File: src/rtl/mem_rr_scheduler.sv
// mem_rr_scheduler: round-robin arbiter sharing one Sysbus between the L1
// I-cache and D-cache. One transaction is outstanding at a time; read bursts
// are steered back to the cache that issued the request.
// Optional feature: define ARB_TIMEOUT_EN to add a watchdog that aborts a
// stalled ISSUE/RESP phase after TIMEOUT cycles and pulses arb_timeout.
module mem_rr_scheduler #(
  parameter int WIDTH     = 64,
  parameter int TAG_WIDTH = 13,
  parameter int BURST     = 8,
  parameter int TIMEOUT   = 255
) (
  input  logic                 clk,
  input  logic                 reset,
  // I-cache side
  input  logic                 i_reqcyc,
  input  logic [WIDTH-1:0]     i_req,
  input  logic [TAG_WIDTH-1:0] i_reqtag,
  output logic                 i_reqack,
  output logic                 i_respcyc,
  output logic [WIDTH-1:0]     i_resp,
  output logic [TAG_WIDTH-1:0] i_resptag,
  // D-cache side
  input  logic                 d_reqcyc,
  input  logic [WIDTH-1:0]     d_req,
  input  logic [TAG_WIDTH-1:0] d_reqtag,
  output logic                 d_reqack,
  output logic                 d_respcyc,
  output logic [WIDTH-1:0]     d_resp,
  output logic [TAG_WIDTH-1:0] d_resptag,
  // Sysbus side
  output logic                 bus_reqcyc,
  output logic [WIDTH-1:0]     bus_req,
  output logic [TAG_WIDTH-1:0] bus_reqtag,
  input  logic                 bus_reqack,
  input  logic                 bus_respcyc,
  input  logic [WIDTH-1:0]     bus_resp,
  input  logic [TAG_WIDTH-1:0] bus_resptag,
  output logic                 bus_respack,
  output logic                 arb_timeout
);

  localparam int BCW = $clog2(BURST + 1);

  typedef enum logic [1:0] {
    S_IDLE  = 2'd0,
    S_ISSUE = 2'd1,
    S_RESP  = 2'd2
  } state_t;

  state_t         state;
  logic           last_grant_d;  // 1: D-cache was granted most recently
  logic           owner_d;       // 1: current transaction belongs to the D-cache
  logic [BCW-1:0] beat_cnt;

  logic i_elig;
  logic d_elig;
  logic grant_any;
  logic grant_d;
  logic is_write;
  logic beat_ok;
  logic last_beat;
  logic wd_abort;

  // A request whose reqack is pulsing this cycle has already been issued; the
  // cache may still be holding reqcyc while it reacts, so it must not re-win.
  assign i_elig    = i_reqcyc & ~i_reqack;
  assign d_elig    = d_reqcyc & ~d_reqack;
  assign grant_any = i_elig | d_elig;

  // Pick the requester to grant: sole requester wins, ties go away from last_grant.
  always_comb begin
    grant_d = 1'b0;
    if (d_elig && !i_elig) begin
      grant_d = 1'b1;
    end else if (d_elig && i_elig) begin
      grant_d = ~last_grant_d;
    end
  end

  // bus_reqtag keeps the issued tag after the handshake, so it doubles as the
  // reference for matching response beats.
  assign is_write    = bus_reqtag[TAG_WIDTH-1];
  assign bus_respack = (state == S_RESP) && bus_respcyc;
  assign beat_ok     = bus_respack && (bus_resptag == bus_reqtag);
  assign last_beat   = (beat_cnt == BCW'(BURST - 1));

`ifdef ARB_TIMEOUT_EN
  logic [15:0] wd_cnt;
  logic        wd_progress;
  logic        wd_hit;

  assign wd_progress = ((state == S_ISSUE) && bus_reqack) || bus_respack;
  assign wd_hit      = (state != S_IDLE) && (wd_cnt == 16'(TIMEOUT - 1));
  assign wd_abort    = wd_hit && !wd_progress;

  // Watchdog: counts cycles spent in ISSUE/RESP without forward progress.
  always_ff @(posedge clk) begin
    if (!reset) begin
      wd_cnt      <= '0;
      arb_timeout <= 1'b0;
    end else begin
      arb_timeout <= 1'b0;
      if ((state == S_IDLE) || wd_progress) begin
        wd_cnt <= '0;
      end else if (wd_abort) begin
        wd_cnt      <= '0;
        arb_timeout <= 1'b1;
      end else begin
        wd_cnt <= wd_cnt + 16'd1;
      end
    end
  end
`else
  assign wd_abort    = 1'b0;
  assign arb_timeout = 1'b0;
`endif

  // Arbitration / issue / response-routing FSM with registered outputs.
  always_ff @(posedge clk) begin
    if (!reset) begin
      state        <= S_IDLE;
      last_grant_d <= 1'b1;
      owner_d      <= 1'b0;
      beat_cnt     <= '0;
      bus_reqcyc   <= 1'b0;
      bus_req      <= '0;
      bus_reqtag   <= '0;
      i_reqack     <= 1'b0;
      d_reqack     <= 1'b0;
      i_respcyc    <= 1'b0;
      i_resp       <= '0;
      i_resptag    <= '0;
      d_respcyc    <= 1'b0;
      d_resp       <= '0;
      d_resptag    <= '0;
    end else begin
      i_reqack  <= 1'b0;
      d_reqack  <= 1'b0;
      i_respcyc <= 1'b0;
      d_respcyc <= 1'b0;
      case (state)
        S_IDLE: begin
          if (grant_any) begin
            owner_d      <= grant_d;
            last_grant_d <= grant_d;
            bus_req      <= grant_d ? d_req    : i_req;
            bus_reqtag   <= grant_d ? d_reqtag : i_reqtag;
            bus_reqcyc   <= 1'b1;
            state        <= S_ISSUE;
          end
        end
        S_ISSUE: begin
          if (bus_reqack) begin
            bus_reqcyc <= 1'b0;
            i_reqack   <= ~owner_d;
            d_reqack   <= owner_d;
            beat_cnt   <= '0;
            state      <= is_write ? S_IDLE : S_RESP;
          end else if (wd_abort) begin
            bus_reqcyc <= 1'b0;
            state      <= S_IDLE;
          end
        end
        S_RESP: begin
          if (beat_ok) begin
            if (owner_d) begin
              d_respcyc <= 1'b1;
              d_resp    <= bus_resp;
              d_resptag <= bus_resptag;
            end else begin
              i_respcyc <= 1'b1;
              i_resp    <= bus_resp;
              i_resptag <= bus_resptag;
            end
            if (last_beat) begin
              beat_cnt <= '0;
              state    <= S_IDLE;
            end else begin
              beat_cnt <= beat_cnt + 1'b1;
            end
          end else if (wd_abort) begin
            state <= S_IDLE;
          end
        end
        default: state <= S_IDLE;
      endcase
    end
  end

endmodule
File: config.mk
export PLATFORM = sky130hd
export DESIGN_NAME = mem_rr_scheduler
export DESIGN_NICKNAME = d
export VERILOG_FILES = /design/src/rtl/mem_rr_scheduler.sv
export SDC_FILE = /design/constraint.sdc
export NUM_CORES = 1
export LEC_CHECK = 0
export CAP_MARGIN = 0
export CORE_AREA = 2 2 187 189
export DETAILED_ROUTE_END_ITERATION = 10
export DIE_AREA = 0 0 189 191
export PLACE_DENSITY = 0.72
export SYNTH_ARGS = -nofsm -noshare
export SYNTH_HDL_FRONTEND = slang
export SYNTH_SLANG_ARGS = --single-unit
File: constraint.sdc
create_clock -name clk -period 2 [get_ports clk]
set_input_delay 0.4 -clock clk [delete_from_list [all_inputs] [get_ports clk]]
set_output_delay 0.4 -clock clk [all_outputs]
set_load 0.03 [all_outputs]
=== After elaboration in Yosys (flattened, before gate mapping) ===
Cells that the tools add are included.

* Register bits after elaboration: 244
* Logic and storage cells: 66
* Bits of input ports: 237
* Output and inout port bits: 238

* Equality and inequality tests: 8
* Add/subtract/negate cells: 1
* Multiplexer cells: 19
* Bitwise gates (word level): 7
* Reduce and logical (&&, ||, !) cells: 16

{| class="wikitable"
|+ Operators by type and width
! kind !! number
|-
| $mux W64 || 1
|-
| $reduce_and A3 Y1 || 6
|-
| $eq A13 B13 Y1 || 1
|-
| $mux W13 || 1
|-
| $mux W4 || 3
|-
| $mux W2 || 5
|-
| $ne A2 B2 Y1 const B || 4
|-
| $pmux W4 S2 || 1
|-
| $mux W1 || 6
|-
| $pmux W2 S3 || 1
|-
| $add A4 B1 Y4 const B || 1
|-
| $eq A4 B3 Y1 const B || 1
|-
| $logic_and A1 B1 Y1 || 4
|-
| $not A1 Y1 || 4
|-
| $reduce_and A4 Y1 || 1
|-
| $reduce_bool A2 Y1 || 2
|-
| $and A1 B1 Y1 || 2
|-
| $eq A2 B1 Y1 const B || 1
|-
| $eq A2 B2 Y1 const B || 1
|-
| $logic_not A2 Y1 || 1
|-
| $pmux W1 S2 || 1
|-
| $reduce_and A2 Y1 || 1
|-
| $logic_not A1 Y1 || 1
|-
| $or A1 B1 Y1 || 1
|}

=== Depth between registers and ports, before layout ===
* Word-level depth: 6
* Gate-level depth with buffers: 8
* Mapped depth without buffers: 6

=== Least setup slack after synthesis ===
OpenSTA, ideal clock, no wires.

* Path kind: register -> register
* From: reg bus_reqtag[12]
* To: reg i_resp[47]
* Clock period less this slack: 1915 ps
* Cell stages (with the launch flop): 9
* Arrival: 1843 ps
* Setup slack: 85 ps
* Cells stage by stage: dfxtp_1 -> xor2_1 -> nor4_1 -> and4_1 -> and2b_1 -> buf_4 -> buf_6 -> buf_6 -> mux2i_1

* Longest elaborated chain between the ends: 3

{| class="wikitable"
|+ Ends and longest elaborated chain
! item !! line !! RTL
|-
| start, declared || 33 || <nowiki>output logic [TAG_WIDTH-1:0] bus_reqtag,</nowiki>
|-
| start signal, assigned || 147 || <nowiki>bus_reqtag <= grant_d ? d_reqtag : i_reqtag;</nowiki>
|-
| $eq A13 B13 Y1 || 84 || <nowiki>assign beat_ok = bus_respack && (bus_resptag == bus_reqtag);</nowiki>
|-
| $logic_and A1 B1 Y1 || 84 ||
|-
| $reduce_and A3 Y1 (no line) || -- ||
|-
| end signal, assigned || 172 || <nowiki>i_resp <= bus_resp;</nowiki>
|-
| end, declared || 20 || <nowiki>output logic [WIDTH-1:0] i_resp,</nowiki>
|}

No other way between the ends.
A chain may end at the register's enable or synchronous reset.

=== Final worst setup path ===
* From: reg bus_req[54]
* To: out bus_req[54]

{| class="wikitable"
|+ RTL lines
! item !! line !! RTL
|-
| start, declared || 32 || <nowiki>output logic [WIDTH-1:0] bus_req,</nowiki>
|-
| start signal, assigned || 146 || <nowiki>bus_req <= grant_d ? d_req : i_req;</nowiki>
|}

No word-level cell between the ends.

==> reports/qor.yml <==
status: "finished clean"
core_area_um2: 34120
whs_ns: 0.2594
crit_path_top_delay_cell: "clkdlybuf4s50_1"
crit_path_end_kind: "primary output"
min_delay_path_depth: 3
design_area_um2: 16560
grtUsageMet3_pct: 6.848
antenna_found_initial: 7
drc_errors: 0
period_share_pct: 97.99
clkPwrFrac_pct: 42.6
drive_gt1_share_pct: 8.017
row_count: 68
async_flop_share_pct: 0
initial_core_util_pct: 28.48
area_growth_pct: 70.46
ys_types: 31
timing_hold_violations_final: 0
crit_chain: "clkdlybuf4s50_1"
clkLatencyLatePin_ns: 0.55
arrival_ns: 1.56
drv_slew: 0
crit_path_max_incr_delay_ns: 0.68
grt_max_degree: 56
avgRoutedWirePerCell_um: 17.21
startpoint_type: "flip-flop"
post-place-ws_ns: -0.5187
use_met2_pct: 33.38
num_io_pins: 475
leakagePower_nw: 8.354
max-vdd-ir-drop_uv: 603.3
synth_top_area_share_pct: 50.28
totalPowerFinal_mw: 13.28
portBuffers: 473
synth_edf_count: 0
syn_avg_cell_area_um2: 8.824
hp-start: "reset"
die_y_um: 191
rr_worst_depth: 8
met1_usage_pct: 21.09
yosysSeqAreaShare_pct: 50.28
dr.pass1.iters: 4
path_buf_inv: 1
timing.rr.end: "i_resp[10]"
numCtsBuffers: 29
p_per_area_nw_per_um2: 801.6
cts_tree: "built"
place_hpwl_um: 27330
hp-class: "in -> reg"
h-tree-depth: 1
worstPathRequired_ns: 1.60
p_switching_mw: 3.513
postCtsHoldBufs: 0
setup_violations: 0
synthCells: 1101
ys.flop_type: "dfxtp_1"
top_usage_layer: "met2"
sw_frac_of_total_pct: 26.46
synth-seq-cells: 244
grt_usage_pct: 18.90
fin_nets: 1827
maxCapViolCount: 0
synth_common_cells: "nand2_1, dfxtp_1, mux2i_1"
timing.final.ws_setup_ns: 0.04015
cp_max_fo: 2
ys_warn_count: 0
overflow: 0
cts_root_buf: "clkbuf_16"
path_class: "reg -> out"
yosysMostFrequentCell: "nand2_1"
fmax_mhz: 510.2
synth_fp_nets: 1339
syn_area_um2: 9716
skew_ns: 0.02949
dpl_cell_area_um2: 15370
drt_iter0_drc: 351
cts.sinks: 244
min_to: "d_resp[21]"
routed_wl_um: 35620
vias: 9524
reg2reg_slack_ns: 0.08
synth_area_leader_cell: "dfxtp_1"
grt_pass1_wl_um: 54040
cp_top_family: "buffers and inverters"
internal-power_mw: 9.762
synth_area_leaders: "dfxtp_1, mux2i_1, nand2_1"
fin_crit_ns: 1.960
cts_buffer_depth: 3
routabilityCongestion: 0.8203
grt_pass1_vias: 9735
combPwrFrac_pct: 18.0
cts.clk_slew.worst_paths_ns: 0.06
power.share.sequential_pct: 39.4
die-area_um2: 36100
r2r_start: "bus_reqtag[8]"
vias_per_cell: 4.601
ant_nets: 0
die_w_um: 189
[power by group through the flow]
stage	Sequential (mW)	Clock (mW)	Combinational, mW
global placement	5.33	0	2.46
finish	5.23	5.65	2.39
global route	5.26	5.99	2.58
floorplan	5.73	0	0.736
detailed placement	5.34	0	2.48
CTS	5.23	5.82	2.43
[flip-flops by register name, summed over array words and instances, names as in the netlist, 2 cells and up]
| register | count |
|---|---|
| beat_cnt | 4 |
| bus_req | 64 |
| bus_reqtag | 13 |
| d_resp | 64 |
| d_resptag | 13 |
| i_resp | 64 |
| i_resptag | 13 |
| state | 2 |
[cell type report]
| class | instances | area, µm² |
|---|---|---|
| clock inverter | 10 | 182.7 |
| timing repair buffer | 544 | 5597 |
| fill | 3197 | 17560 |
| inverter | 3 | 11.26 |
| clock buffer | 41 | 850.8 |
| tap | 455 | 569.3 |
| sequential | 244 | 4885 |
| antenna | 6 | 15.01 |
| multi-input combinational | 767 | 4451 |
[metal layers]
metal	vias up	share of wire [%]
met5	-	0.025
met4	2	2.9
met3	68	10
met2	389	49
met1	4394	38
li1	4671	-
[how the worst max path moves through the flow]
stage	startpoint	endpoint	slack, ns	cells past startpoint
detailed placement	bus_resptag[9]	i_resp[34]	-0.52	7
global route	bus_reqtag[9]	i_resp[10]	-0.003	7
CTS	bus_req[2]	bus_req[2]	0.0002	1
finish	bus_req[54]	bus_req[54]	0.04	1
floorplan	bus_reqtag[12]	i_resp[47]	0.09	8
global placement	bus_resptag[12]	i_resp[30]	-0.49	7
[cells in the final DEF, fill, tap and decap left out, types with 4 or more instances in the layout]
master and count:
nor2_1 87, dlymetal6s2s_1 71, nand2b_1 4, xor2_1 11, clkdlybuf4s50_1 298, nand2_1 397
clkbuf_1 4, dlygate4sd2_1 102, mux2i_1 158, clkbuf_16 30, bufinv_16 5, buf_4 50
a311oi_1 77, nor4_1 6, buf_12 21, dfxtp_1 244, nor2b_1 4, clkbuf_8 8
diode_2 6
[what timing repair did]
action                                 CTS  global route
endpoints found under the hold margin    0             0
pin swaps                                0             1
resized for setup                      102            74
cloned                                   0             1
setup buffers                            0             3
setup endpoints to repair              103           119
[cells by family after synthesis]
kind of cell / share of synthesized area [%]
AND/OR/NAND/NOR: 20.30
AO/OA/AOI/OAI: 7.405
multiplexers: 16.28
buffers and inverters: 4.314
flip-flops: 50.28
XOR/XNOR: 1.262
adder cells (fa/ha/maj): 0.1288
other: 0.03860
[stage by stage]
step | std cells | TNS [ns] | utilization (%)
after floorplan | 1101 | 0 | -
after global placement | 2009 | -82.47 | 45.04
after detailed placement | 2009 | -85.94 | 45.04
after CTS | 2060 | 0 | 47.70
after global routing | 2067 | -0.003135 | 48.52
final | 2070 | 0 | 48.54
Power figures use the tool's default switching activity.
